[config.mk]
export PLATFORM = sky130hd
export DESIGN_NAME = pwm_multi_channel
export DESIGN_NICKNAME = d
export VERILOG_FILES = /design/src/rtl/pwm_multi_channel.sv
export SDC_FILE = /design/constraint.sdc
export NUM_CORES = 1
export LEC_CHECK = 0
export ABC_CLOCK_PERIOD_IN_PS = 3100
export CORE_MARGIN = 3
export CORE_UTILIZATION = 43
export CTS_BUF_LIST = sky130_fd_sc_hd__clkbuf_16
export DETAILED_ROUTE_END_ITERATION = 6
export GPL_ROUTABILITY_DRIVEN = 1
export SLEW_MARGIN = 20
export SYNTH_ARGS = -nofsm -noshare
export SYNTH_HDL_FRONTEND = slang
export SYNTH_SLANG_ARGS = --single-unit
[constraint.sdc]
create_clock -name clk_top -period 3.1 [get_ports clk_top]
set_clock_uncertainty 0.15 [all_clocks]
set_input_delay 0.62 -clock clk_top [delete_from_list [all_inputs] [get_ports clk_top]]
set_output_delay 0.62 -clock clk_top [all_outputs]
set_load 0.05 [all_outputs]
[src/rtl/pwm_multi_channel.sv]
// N-channel PWM with button-driven per-channel duty, shadow/active duty registers that
// swap at period start, edge/center carrier, and debounced auto-repeating buttons.
module pwm_multi_channel #(
  parameter int CHANNELS        = 4,
  parameter int RESOLUTION_BITS = 8,
  parameter int FRECUENCY_BITS  = 3,
  parameter int DEBOUNCE_BITS   = 4,
  parameter int REPEAT_BITS     = 6,
  parameter int STEP            = 1
) (
  input  logic                         clk_top,
  input  logic                         rst_top,
  input  logic                         sum_top,
  input  logic                         rest_top,
  input  logic                         sel_top,
  input  logic                         mode_top,
  output logic [CHANNELS-1:0]          pwm_top,
  output logic [$clog2(CHANNELS)-1:0]  sel_chan,
  output logic [RESOLUTION_BITS-1:0]   duty_sel,
  output logic                         period_top,
  output logic                         rdy_top
);

  localparam int SW = $clog2(CHANNELS);
  localparam int RW = RESOLUTION_BITS;
  localparam int DW = DEBOUNCE_BITS + 1;
  localparam int NB = 3;
  localparam int BTN_SUM  = 0;
  localparam int BTN_REST = 1;
  localparam int BTN_SEL  = 2;

  localparam logic [RW-1:0]             MAX_DUTY  = '1;
  localparam logic [RW-1:0]             STEP_V    = RW'(STEP);
  localparam logic [RW-1:0]             CAR_ONE   = RW'(1);
  localparam logic [FRECUENCY_BITS-1:0] PRESC_ONE = FRECUENCY_BITS'(1);
  localparam logic [DW-1:0]             DEB_DONE  = DW'(1) << DEBOUNCE_BITS;
  localparam logic [DW-1:0]             DEB_ONE   = DW'(1);
  localparam logic [REPEAT_BITS-1:0]    REP_ONE   = REPEAT_BITS'(1);
  localparam logic [SW-1:0]             LAST_CHAN = SW'(CHANNELS - 1);
  localparam logic [SW-1:0]             SEL_ONE   = SW'(1);

  typedef enum logic {DIR_UP, DIR_DOWN} dir_e;

  logic [NB-1:0]             sync1_q, sync1_d, sync2_q, sync2_d, fire_q, fire_d;
  logic [DW-1:0]             deb_cnt_q [NB];
  logic [DW-1:0]             deb_cnt_d [NB];
  logic [REPEAT_BITS-1:0]    rep_cnt_q [NB];
  logic [REPEAT_BITS-1:0]    rep_cnt_d [NB];
  logic [RW-1:0]             shadow_q  [CHANNELS];
  logic [RW-1:0]             shadow_d  [CHANNELS];
  logic [RW-1:0]             active_q  [CHANNELS];
  logic [RW-1:0]             active_d  [CHANNELS];
  logic [SW-1:0]             sel_q, sel_d;
  logic [FRECUENCY_BITS-1:0] presc_q, presc_d;
  logic [RW-1:0]             carrier_q, carrier_d, car_step, cur_duty, nxt_duty;
  dir_e                      dir_q, dir_d;
  logic                      mode_q, mode_d, period_q, period_d;
  logic                      changed_q, changed_d, rdy_q, rdy_d, tick;
  logic [CHANNELS-1:0]       pwm_q, pwm_d;

  // Each button: 2-flop sync, debounce to DEB_DONE, then a free-running repeat counter
  // whose wrap to zero marks every re-fire while the button stays held.
  always_comb begin
    // NOTE: every combinational output gets a default first so no path leaves it unassigned (no latch).
    sync1_d   = {sel_top, rest_top, sum_top};
    sync2_d   = sync1_q;
    deb_cnt_d = deb_cnt_q;
    rep_cnt_d = rep_cnt_q;
    fire_d    = '0;
    for (int b = 0; b < NB; b++) begin
      if (sync2_q[b]) begin
        deb_cnt_d[b] = '0;
        rep_cnt_d[b] = '0;
      end else if (deb_cnt_q[b] != DEB_DONE) begin
        deb_cnt_d[b] = deb_cnt_q[b] + DEB_ONE;
      end else begin
        fire_d[b]    = (rep_cnt_q[b] == '0);
        rep_cnt_d[b] = rep_cnt_q[b] + REP_ONE;
      end
    end
  end

  // Duty and channel actions; the duty write always targets the pre-update channel.
  always_comb begin
    shadow_d = shadow_q;
    cur_duty = shadow_q[sel_q];
    nxt_duty = cur_duty;
    if (fire_q[BTN_SUM] && !fire_q[BTN_REST])
      nxt_duty = (cur_duty > MAX_DUTY - STEP_V) ? MAX_DUTY : cur_duty + STEP_V;
    else if (fire_q[BTN_REST] && !fire_q[BTN_SUM])
      nxt_duty = (cur_duty < STEP_V) ? '0 : cur_duty - STEP_V;
    shadow_d[sel_q] = nxt_duty;
    changed_d       = (nxt_duty != cur_duty);
    rdy_d           = changed_q;
    sel_d           = sel_q;
    if (fire_q[BTN_SEL])
      sel_d = (sel_q == LAST_CHAN) ? '0 : sel_q + SEL_ONE;
  end

  always_comb begin
    presc_d   = presc_q + PRESC_ONE;
    tick      = (presc_q == '1);
    car_step  = (mode_q && dir_q == DIR_DOWN) ? carrier_q - CAR_ONE : carrier_q + CAR_ONE;
    carrier_d = carrier_q;
    dir_d     = dir_q;
    mode_d    = mode_q;
    active_d  = active_q;
    period_d  = 1'b0;
    if (tick) begin
      carrier_d = car_step;
      if (mode_q && dir_q == DIR_UP && car_step == MAX_DUTY)
        dir_d = DIR_DOWN;
      // Returning to zero starts a new period: the only point duties and mode may change.
      if (car_step == '0) begin
        period_d = 1'b1;
        active_d = shadow_q;
        mode_d   = mode_top;
        dir_d    = DIR_UP;
      end
    end
    for (int i = 0; i < CHANNELS; i++)
      pwm_d[i] = (active_q[i] > carrier_q);
  end

  // NOTE: state updates use non-blocking assignments so every flop samples pre-edge values.
  always_ff @(posedge clk_top) begin
    if (rst_top) begin
      sync1_q   <= '1;
      sync2_q   <= '1;
      fire_q    <= '0;
      // NOTE: the duty arrays are ordinary flops and must be cleared element by element on reset.
      for (int b = 0; b < NB; b++) begin
        deb_cnt_q[b] <= '0;
        rep_cnt_q[b] <= '0;
      end
      for (int i = 0; i < CHANNELS; i++) begin
        shadow_q[i] <= '0;
        active_q[i] <= '0;
      end
      sel_q     <= '0;
      presc_q   <= '0;
      carrier_q <= '0;
      dir_q     <= DIR_UP;
      mode_q    <= 1'b0;
      period_q  <= 1'b0;
      changed_q <= 1'b0;
      rdy_q     <= 1'b0;
      pwm_q     <= '0;
    end else begin
      sync1_q   <= sync1_d;
      sync2_q   <= sync2_d;
      fire_q    <= fire_d;
      deb_cnt_q <= deb_cnt_d;
      rep_cnt_q <= rep_cnt_d;
      shadow_q  <= shadow_d;
      active_q  <= active_d;
      sel_q     <= sel_d;
      presc_q   <= presc_d;
      carrier_q <= carrier_d;
      dir_q     <= dir_d;
      mode_q    <= mode_d;
      period_q  <= period_d;
      changed_q <= changed_d;
      rdy_q     <= rdy_d;
      pwm_q     <= pwm_d;
    end
  end

  assign pwm_top    = pwm_q;
  assign sel_chan   = sel_q;
  assign duty_sel   = shadow_q[sel_q];
  assign period_top = period_q;
  assign rdy_top    = rdy_q;

endmodule

==> results.cfg, run 1 <==
[final_layout]
layout-drive-gt1-share_pct = 11.9
layout_commonest_cell = dfxtp_1
fin_util_pct = 51.3
nets = 818
stdcell_area_um2 = 7970
post_layout_nonfiller_instances = 981
antenna_cells = 0
syn_to_final_growth_pct = 14.1
final_cell_mix = dfxtp_1, nand2b_1, nor2_1

[placed_design]
place_congestion = 0.873
hpwl_um = 11100
pre_cts_ws_ns = 0.235
place_inst = 949
placed_area_um2 = 7430
port_buffers = 21

[min_path]
hold_class = reg2reg
min_from = sync1_q[2]$_SDFF_PP1_
min_to = sync2_q[2]$_SDFF_PP1_
holdPathStages = 1

[critical_path]
cp.required_ns = 2.33
max_stage_delay_ns = 0.70
r2r_setup_slack_ns = 0.21
crit_arrival_ns = 2.13
reg2reg_to = active_q[23]$_SDFFE_PP0P_
path_max_fanout = 16
worst-setup-path-type = reg2out
end_kind = output pin
path_cells = mux4_2 > dlygate4sd2_1
r2r_cells = 10
crit_path_start_kind = flop
slowest_stage = mux4_2
r2r-start = dir_q$_SDFFE_PP0P_

[global_route]
grt_use_total_pct = 18.1
antenna_found_initial = 0
grt_overflow = 0
grt_max_degree = 94
grt_pass1_wl_um = 26200
grt_pass1_vias = 5316

[clock_network]
clkLatencyLatePin_ns = 0.41
clockBufferDepth = 2
clk_pin_slew_ns = 0.06
cts_hold_buf = 0
root_buffer = clkbuf_16
numCtsBuffers = 17
cts_sinks = 128
cts_tree = yes
htreeDepth = 4

[die]
ios = 22
dieHeight_um = 133
die_w_um = 133
start_util_pct = 44.9
dieArea_um2 = 17800
rows = 45
coreArea_um2 = 15500

[synthesis]
async_reset_ff_share_pct = 0
syn_avg_cell_area_um2 = 9.46
ys_seq_area_share_pct = 36.7
ys.warnings.count = 0
synth_area_leaders = dfxtp_1, ha_1, nand2b_1
yosysUniqueCellTypes = 69
synth_top_area_share_pct = 36.7
synth-seq-cells = 128
syn_nets = 799
synth_cells = 738
syn_area_um2 = 6980
synth_enable_flop_cells = 0
synth_area_leader_cell = dfxtp_1
synthFlopType = dfxtp_1

[pwr]
vdd_ir_drop_max_uv = 358
power_switching_mw = 0.791
power_density_nw_per_um2 = 448
p_seq_share_pct = 46.4
p_sw_share_pct = 22.2
combPwrFrac_pct = 2.0
p_clk_share_pct = 51.6
cellLeakagePower_nw = 2.79
p_int_mw = 2.78
p_total_mw = 3.57

[job]
maxCapViolCount = 0

[drt]
wire_per_inst_um = 15.8
ant_nets = 0
vias_per_cell = 5.39
drtPass1Iterations = 5
drt-initial-drc-count = 266
drt-total-wl_um = 15500
num_vias = 5286
drc = 0

[timing]
hold_viol_final = 0
finalSetupTns_ns = 0
setup_slack_ns = 0.203
period_needed_ns = 2.90
rsz0062_at_grt = false
fmax_mhz = 345
whs_ns = 0.257
slew_headroom_pct = 47.9
maxSlewViolCount = 0
finalCritPeriodShare_pct = 93.4
finalSetupViolations = 0
tightest_slew_ns = 0.782

[outcome]
status = finished clean
==> state kept, by name (all words and copies together), names as in the netlist <==
register / count
pwm_top: 4
deb_cnt_q: 15
rdy_top: 1
shadow_q: 32
presc_q: 3
dir_q: 1
rep_cnt_q: 18
sync2_q: 3
period_top: 1
active_q: 32
carrier_q: 8
sel_chan: 2
mode_q: 1
changed_q: 1
fire_q: 3
sync1_q: 3
==> power groups by stage <==
| stage | sequential, mW | combinational, mW | clock (mW) |
|---|---|---|---|
| after floorplan | 1.69 | 0.0516 | 0 |
| after global placement | 1.69 | 0.0695 | 0 |
| after detailed placement | 1.69 | 0.0706 | 0 |
| after CTS | 1.66 | 0.0714 | 1.88 |
| after global routing | 1.66 | 0.0785 | 1.95 |
| final | 1.66 | 0.0703 | 1.84 |
==> cell usage after synthesis (all sizes together), types with 2 or more instances <==
| cell | instances |
|---|---|
| dfxtp | 128 |
| nand2b | 87 |
| nor2 | 76 |
| ha | 55 |
| mux2i | 43 |
| inv | 30 |
| clkbuf | 27 |
| nand2 | 23 |
| xnor2 | 22 |
| a21oi | 17 |
| nand4 | 17 |
| xor2 | 16 |
| buf | 15 |
| o21ai | 15 |
| a211oi | 14 |
| nor3 | 13 |
| nand3 | 11 |
| o22ai | 10 |
| or2 | 10 |
| a21o | 9 |
| mux4 | 8 |
| nor2b | 8 |
| or4 | 8 |
| nor4 | 7 |
| o32ai | 7 |
| a311oi | 6 |
| nor3b | 6 |
| and4 | 5 |
| o31ai | 5 |
| mux2 | 4 |
| a31oi | 3 |
| and3 | 3 |
| nor4bb | 3 |
| o211ai | 3 |
| or3 | 3 |
| a21boi | 2 |
| and3b | 2 |
| and4bb | 2 |
==> how the worst max path moves through the flow <==
stage | slack [ns] | from | endpoint
detailed placement | 0.23 | dir_q$_SDFFE_PP0P_ | active_q[10]$_SDFFE_PP0P_
finish | 0.20 | sel_chan[0]$_SDFFE_PP0P_ | duty_sel[2]
global placement | 0.30 | sel_chan[0]$_SDFFE_PP0P_ | shadow_q[7]$_SDFFE_PP0P_
global route | 0.002 | dir_q$_SDFFE_PP0P_ | active_q[10]$_SDFFE_PP0P_
CTS | 0.17 | sel_chan[0]$_SDFFE_PP0P_ | duty_sel[2]
floorplan | 0.05 | sel_chan[0]$_SDFFE_PP0P_ | shadow_q[7]$_SDFFE_PP0P_
==> worst max-delay path, delay by kind of cell, from the launching register on <==
family	cells	cell delay (ns)
multiplexers	1	0.70
buffers and inverters	1	0.48
flip-flops	1	0.52
==> area by class of cell <==
class	instances	area, um2
inverter	30	113
clock buffer	17	425
fill	1446	7570
timing repair buffer	42	368
tap	211	264
multi-input combinational	538	4110
clock inverter	15	119
sequential	128	2570
==> kinds of logic (layout without fill, tap and decap cells) <==
kind of cell / count (synthesis) / after routing / synth area share (%)
AO/OA/AOI/OAI: 102 / 102 / 11.1
XOR/XNOR: 38 / 38 / 4.88
adder cells (fa/ha/maj): 55 / 55 / 9.86
buffers and inverters: 72 / 104 / 4.50
flip-flops: 128 / 128 / 36.7
multiplexers: 55 / 55 / 9.39
AND/OR/NAND/NOR: 288 / 288 / 23.6
==> per-layer routing <==
metal / wire length, um / up-vias / global-route usage, %
met3: 492 / 12 / 4.23
met4: 174 / 0 / 4.91
met5: 0 / - / 0
met1: 7390 / 2548 / 23.4
met2: 7430 / 74 / 30.5
li1: - / 2652 / -
==> what timing repair did <==
action                                  4_1_cts  5_1_grt
endpoints found under the setup margin        8        0
gates resized for setup                       8        0
setup buffers                                 0        0
Note: power is estimated with default switching activity, not from simulation.
==> inputs of run 2 (changes only) <==
--- a/config.mk
+++ b/config.mk
@@ -11,7 +11,7 @@
 export CTS_BUF_LIST = sky130_fd_sc_hd__clkbuf_16
 export DETAILED_ROUTE_END_ITERATION = 6
 export GPL_ROUTABILITY_DRIVEN = 1
-export SLEW_MARGIN = 20
+export REMOVE_ABC_BUFFERS = 1
 export SYNTH_ARGS = -nofsm -noshare
 export SYNTH_HDL_FRONTEND = slang
 export SYNTH_SLANG_ARGS = --single-unit
==> results.cfg, run 2 (synthesis gave the netlist of run 1 again) <==
[pwr]
power_density_nw_per_um2 = 435
power_switching_mw = 0.768
vdd_ir_drop_max_uv = 370
combPwrFrac_pct = 2.1
p_clk_share_pct = 49.9
cellLeakagePower_nw = 2.78
p_sw_share_pct = 22.2
p_int_mw = 2.69
p_seq_share_pct = 48.0

[final_layout]
post_layout_nonfiller_instances = 985
layout-drive-gt1-share_pct = 12.9
layout_commonest_cell = dfxtp_1
fin_util_pct = 51.1
fillers = 1476
stdcell_area_um2 = 7940
antenna_cells = 0
nets = 822
top_regs = active_q (32), shadow_q (32), rep_cnt_q (18)
final-seq-area_um2 = 2560
syn_to_final_growth_pct = 13.7
multiInputGateArea_um2 = 4100
final_cell_mix = dfxtp_1, nand2b_1, nor2_1

[global_route]
grt_max_degree = 81
grt_overflow = 0
antenna_found_initial = 0
grt_pass1_vias = 5213
grt_use_total_pct = 17.8
grt_pass1_wl_um = 25900

[clock_network]
clk_pin_slew_ns = 0.05
post_cts_resized = 0
htreeDepth = 4
clockBufferDepth = 2
clkLatencyLatePin_ns = 0.42
cts_sinks = 128
cts_tree = yes
cts_hold_buf = 0
post_cts_buffers = 0
root_buffer = clkbuf_16
numCtsBuffers = 17

[timing]
finalSetupViolations = 0
period_needed_ns = 2.92
rsz0062_at_grt = false
slew_headroom_pct = 52.8
finalSetupTns_ns = 0
hold_viol_final = 0
fmax_mhz = 343
maxSlewViolCount = 0
finalCritPeriodShare_pct = 94.1
tightest_slew_ns = 0.703

[critical_path]
crit_arrival_ns = 3.11
max_stage_delay_ns = 0.47
path_max_fanout = 28
worst-setup-path-type = reg2reg
path_cells = nand2_1 > xnor2_1 > ha_1 > buf_4 > or4_1 > o221ai_1 > o2111ai_4 > nor3_4 > buf_12 > mux2i_1
slowest_stage = or4_1
crit_path_start_kind = flop
end_kind = flop
cp.required_ns = 3.29

[drt]
drt-total-wl_um = 15400
drt-initial-drc-count = 324
drtPass1Iterations = 5
ant_nets = 0
num_vias = 5298
wire_per_inst_um = 15.6
vias_per_cell = 5.38
drc = 0

[die]
start_util_pct = 44.9
dieHeight_um = 133
dieArea_um2 = 17800
rows = 45
coreArea_um2 = 15500
ios = 22
die_w_um = 133

[job]
maxCapViolCount = 0

[placed_design]
port_buffers = 21
hpwl_um = 10900
place_congestion = 0.938
placed_area_um2 = 7430
place_inst = 953

[outcome]
status = finished clean

[min_path]
hold_class = reg2reg
[run 2: through the flow]
step	hold slack (ns)	power (mW)	setup slack [ns]
finish	0.258	3.45	0.183
global route	0.275	3.59	0.00464
CTS	0.261	3.51	0.169
detailed placement	0.248	1.77	0.197
global placement	0.243	1.76	0.270
floorplan	0.239	1.73	-0.567
[run 2: final timing paths]
check	from	endpoint	slack [ns]	cells past startpoint
setup / recovery	dir_q$_SDFFE_PP0P_	active_q[13]$_SDFFE_PP0P_	0.18	10
hold / removal	sync1_q[1]$_SDFF_PP1_	sync2_q[1]$_SDFF_PP1_	0.26	1
hold reg to reg	sync1_q[1]$_SDFF_PP1_	sync2_q[1]$_SDFF_PP1_	0.26	1
setup reg to reg	dir_q$_SDFFE_PP0P_	active_q[13]$_SDFFE_PP0P_	0.18	10
[run 2: layer usage]
metal	wire, um	track usage (%)
met1	7220	23.0
met2	7300	29.1
met3	618	4.98
met4	239	5.26
met5	0	0
[run 2: worst max-delay path, delay by kind of cell, from the launching register on]
family | cells | cell delay, ns
XOR/XNOR | 1 | 0.17
buffers and inverters | 2 | 0.46
flip-flops | 1 | 0.33
AND/OR/NAND/NOR | 3 | 0.87
AO/OA/AOI/OAI | 2 | 0.36
adder cells (fa/ha/maj) | 1 | 0.27
multiplexers | 1 | 0.21
[run 2: cell type report]
type | count | share of cell area, %
timing repair buffer | 46 | 4.88
inverter | 30 | 1.42
sequential | 128 | 32.3
clock inverter | 15 | 1.04
clock buffer | 17 | 5.36
multi-input combinational | 538 | 51.7
tap | 211 | 3.32
[run 2: power by group through the flow]
stage               Clock, mW  Combinational, mW  Sequential (mW)
global route             1.86             0.0801             1.66
global placement            0             0.0713             1.69
finish                   1.72             0.0721             1.66
floorplan                   0             0.0321             1.69
detailed placement          0             0.0734             1.69
CTS                      1.77             0.0734             1.66
==> RTL edit 1 (settings of run 2) <==
Reset style: asynchronous (`rst_top`), changed in one clocked block.
--- a/src/rtl/pwm_multi_channel.sv
+++ b/src/rtl/pwm_multi_channel.sv
@@ -124,5 +124,5 @@
 
   // NOTE: state updates use non-blocking assignments so every flop samples pre-edge values.
-  always_ff @(posedge clk_top) begin
+  always_ff @(posedge clk_top or posedge rst_top) begin
     if (rst_top) begin
       sync1_q   <= '1;
Check against the original RTL: no difference found for any inputs over 10 cycles, from zero or initial values and one cycle with rst_top high; that may be too few to reach the edited logic, so the function may still have changed.
==> RTL edit 1 against run 2 <==
- power is 10% higher
- count of clock-buffer cells in the layout stayed put
- combinational power is 28% higher
- wire length is 7.0% lower
- fmax is 0.92% higher
- global-route usage is 0.64 points lower
- design area is 1.2% higher
- area after synthesis is 1.7% lower
- sequential cell count stayed put
- worst setup slack better by 0.027 ns
- critical path type unchanged
- highest routed layer unchanged
==> RTL edit 1: results (changes against run 2) <==
Run status
  – Status: finished, final reports clean (unchanged)

Yosys
  – Mux cell area share after synthesis: 0.127 (was 0.0939)
  – Distinct cell type count after synthesis: 54 (was 69)
  – Top cells by area, synth: dfrtp_1 (44%), ha_1 (10%), mux2_4 (6.1%) (was dfxtp_1 (37%), ha_1 (9.9%), nand2b_1 (7.8%))
  – Commonest cells post-synth: dfrtp_1 (122), nor2_1 (68), ha_1 (56), a21oi_1 (37), inv_1 (34) (was dfxtp_1 (128), nand2b_1 (87), nor2_1 (76), ha_1 (55), mux2i_1 (43))
  – Seq/Total Area, Yosys: 0.468 (was 0.367)
  – Post-synthesis xor/xnor area fraction: 0.0485 (was 0.0488)

Route
  – Routed met3 length: 505 um (was 618 um)
  – DR WL met2: 7.14 mm (was 7.30 mm)
  – Metal-1 WL: 6.44 mm (was 7.22 mm)
  – DRT Pass-1 Iters: 4 (was 5)
  – Routed WL per cell: 16.2 um (was 15.6 um)
  – Starting DRC count in detailed routing: 234 (was 324)

Global route
  – Vias in the first global route: 4849 (was 5213)
  – GR met2 Demand/Resource: 0.291 (about the same)
  – Largest net degree at the start of global routing: 38 (was 81)
  – Met3 usage: 0.0443 (was 0.0498)
  – Tot GR Track Use: 0.172 (was 0.178)
  – Global Route met1 Usage: 0.216 (was 0.230)

Worst setup path
  – Worst Path Arrival: 3.04 ns (was 3.11 ns)
  – Worst-path cell with the longest stage delay: or4_4 (was or4_1)

Finish
  – Fraction of area in registers: 0.400 (was 0.323)
  – Non-clk bufs: 47 (was 46)
  – Count of multi-input gates: 433 (was 538)
  – Finished Layout Cells: 885 (was 985)
  – Clock network area share: 0.0738 (was 0.0640)
  – Core Util, Final: 0.521 (was 0.511)
  – Share of layout cells above drive strength 1: 0.205 (was 0.129)

Placement
  – Placer congestion estimate: 0.902 (was 0.938)
  – Cell Area, Placed: 0.00740 mm^2 (was 0.00743 mm^2)

Power
  – Maximum vdd drop: 0.000380 V (was 0.000370 V)
[RTL edit 1: cell count changes after synthesis, moves of 7 or more]
cell and delta:
a21oi_1 +21, dfxtp_1 -128, mux2_2 +13, mux2i_1 -35
a211oi_1 -7, nand4_1 -7, o22ai_1 -8, clkbuf_1 -16
dfrtp_1 +122, nand3_1 +13, mux2_4 +28, nand2b_1 -80
nor2_1 -8, or2_2 -9
[RTL edit 1: path summary, 6_finish.rpt]
kind                       slack, ns  cells after the start      endpoint  startpoint
min reg2reg                     0.20                      0    sync2_q[2]  sync1_q[2]
max reg2reg                     0.21                     10  active_q[10]       dir_q
min in group asynchronous       0.43                      2  deb_cnt_q[6]     rst_top
max in group asynchronous       1.68                      3  carrier_q[5]     rst_top
min                             0.20                      0    sync2_q[2]  sync1_q[2]
max                             0.21                     10  active_q[10]       dir_q
==> RTL edit 2 (config.mk and constraints of run 2) <==
Made on the original files. `DEBOUNCE_BITS`: 4 -> 6.
--- a/src/rtl/pwm_multi_channel.sv
+++ b/src/rtl/pwm_multi_channel.sv
@@ -5,5 +5,5 @@
   parameter int RESOLUTION_BITS = 8,
   parameter int FRECUENCY_BITS  = 3,
-  parameter int DEBOUNCE_BITS   = 4,
+  parameter int DEBOUNCE_BITS   = 6,
   parameter int REPEAT_BITS     = 6,
   parameter int STEP            = 1
Behaviour: same outputs for any inputs over 10 cycles, from zero or initial values and one cycle with rst_top high; that may be too few to reach the edited logic, so the function may still have changed.
==> RTL edit 2 against run 2 <==
- design area increased by 1.6%
- wire length rose by 7.2%
- clock power rose by 17%
- sequential share of layout area rose by 0.97 points
- register-to-register slack improved by 0.09 ns
- worst setup slack better by 0.054 ns
- sequential cell count increased by 6
- area after synthesis is 0.16% lower
- power rose by 10%
- critical path depth fell by 6
==> RTL edit 2: results (changes against run 2) <==
Run status
  – Status: finished, final reports clean (unchanged)

Worst setup path
  – Crit Path Max Fanout: 9 (was 28)
  – CP endpoint: duty_sel[7] (was active_q[13])
  – Worst Setup Path Type: flip-flop to output port (was flip-flop to flip-flop)
  – Worst Path Arrival: 2.09 ns (was 3.11 ns)
  – Flop2flop setup slack: 0.27 ns (was 0.18 ns)
  – Worst r2r dst: shadow_q[14] (was active_q[13])
  – Start point of the critical path: sel_chan[0] (was dir_q)
  – R2R depth: 9 (was 10)

Yosys
  – Distinct cell type count after synthesis: 63 (was 69)
  – Seq/Total Area, Yosys: 0.385 (was 0.367)
  – Mux cell area share after synthesis: 0.0542 (was 0.0939)
  – Synth Area in Adders: 0.0987 (was 0.0986)
  – Syn Area/Cell: 9.06 um^2 (was 9.46 um^2)
  – Post-synthesis xor/xnor area fraction: 0.0566 (was 0.0488)
  – Top cells by area, synth: dfxtp_1 (38%), ha_1 (9.9%), nor2_1 (5.1%) (was dfxtp_1 (37%), ha_1 (9.9%), nand2b_1 (7.8%))
  – Commonest cells post-synth: dfxtp_1 (134), nor2_1 (94), ha_1 (55), a21oi_1 (53), nand4_1 (48) (was dfxtp_1 (128), nand2b_1 (87), nor2_1 (76), ha_1 (55), mux2i_1 (43))
  – Compound-Gate Fraction of Synth Area: 0.157 (was 0.111)

Power
  – Net Switching: 0.812 mW (was 0.768 mW)
  – Leak: 2.95 nW (was 2.78 nW)
  – Maximum vdd drop: 0.000416 V (was 0.000370 V)

Finish
  – Top flop regs: active_q: 32 flops, shadow_q: 32 flops, deb_cnt_q: 21 flops (was active_q: 32 flops, shadow_q: 32 flops, rep_cnt_q: 18 flops)
  – Share of layout cells above drive strength 1: 0.134 (was 0.129)
  – Final-stage net count: 845 (was 822)

STA
  – Worst slew pin tran: 0.994 ns (was 0.703 ns)
  – Fin crit period: 2.86 ns (was 2.92 ns)

Route
  – Starting DRC count in detailed routing: 300 (was 324)
  – DRT Pass-1 Iters: 5 (unchanged)
  – Routed WL per cell: 16.4 um (was 15.6 um)
  – Vias post-DR: 5599 (was 5298)
  – Vias per Instance: 5.56 (was 5.38)

Placement
  – Post-place setup slack: 0.175 ns (was 0.197 ns)
  – Placer congestion estimate: 0.886 (was 0.938)
  – Hpwl dp: 11.6 mm (was 10.9 mm)
  – Dpl cells: 976 (was 953)

Global route
  – First-pass GRT wire length: 27.5 mm (was 25.9 mm)
  – Largest net degree at the start of global routing: 49 (was 81)
  – Tot GR Track Use: 0.191 (was 0.178)
-- RTL edit 2: cell count changes in the layout (fill, tap and decap cells not counted), moves of 7 or more --
cell | before | now
a211oi_1 | 10 | 17
a21oi_1 | 16 | 53
mux2i_1 | 43 | 16
nand2_1 | 23 | 32
nand2b_1 | 87 | 9
nand3_1 | 11 | 20
nand4_1 | 17 | 48
nor2_1 | 76 | 94
o22ai_1 | 10 | 1
o31ai_1 | 5 | 34
-- RTL edit 2: per-layer routing --
layer  up-vias  part of all wire  track usage  wire length, um
li1       2804                 -            -                -
met1      2669              0.46        0.240             7610
met2       101              0.48        0.319             7960
met3        25             0.037       0.0468              602
met4         0             0.019       0.0686              317
met5         -                 0            0                0
-- RTL edit 2: power by group through the flow --
stage	Clock (mW)	Sequential (mW)	Combinational (mW)
after CTS	2.07	1.74	0.0571
after global routing	2.14	1.74	0.0630
final	2.02	1.74	0.0567
after global placement	0	1.77	0.0552
after floorplan	0	1.77	0.0198
after detailed placement	0	1.77	0.0568
-- RTL edit 2: cell type report --
cell class | count | area [um^2]
multi-input combinational | 555 | 4010
tap | 211 | 264
timing repair buffer | 45 | 405
clock buffer | 17 | 425
sequential | 134 | 2680
fill | 1438 | 7470
inverter | 31 | 116
clock inverter | 14 | 163
-- RTL edit 2: worst min-delay path by stage --
| stage | startpoint | to | slack [ns] |
|---|---|---|---|
| 2_1_floorplan | sync1_q[0] | sync2_q[0] | 0.24 |
| 3_3_place_gp | sync1_q[2] | sync2_q[2] | 0.24 |
| 3_5_place_dp | sync1_q[0] | sync2_q[0] | 0.25 |
| 6_report | sync1_q[2] | sync2_q[2] | 0.26 |
| 4_1_cts | sync1_q[2] | sync2_q[2] | 0.26 |
| 5_1_grt | sync1_q[2] | sync2_q[2] | 0.27 |
-- RTL edit 2: through the flow --
stage	setup TNS, ns	utilization	hold slack [ns]	area [um^2]
global route	0	0.519	0.271	8070
floorplan	-21.35	-	0.239	6760
finish	0	0.519	0.258	8070
detailed placement	0	0.481	0.248	7480
CTS	0	0.519	0.263	8070
global placement	0	0.481	0.244	7480
-- RTL edit 2: repair_timing --
item / in CTS / in global routing
endpoints found under the setup margin: 0 / 13
resized for setup: 0 / 1
hold buffers: 0 / 0
-- RTL edit 2: cells by family after synthesis --
group                    after synthesis
AO/OA/AOI/OAI                        159
AND/OR/NAND/NOR                      269
buffers and inverters                 80
flip-flops                           134
XOR/XNOR                              45
multiplexers                          27
adder cells (fa/ha/maj)               55
-- RTL edit 2: critical path: stages (launching register included) --
cell and delay (ns):
dfxtp_2 0.42, buf_4 0.22, mux4_1 0.65, buf_4 0.20, buf_4 0.19
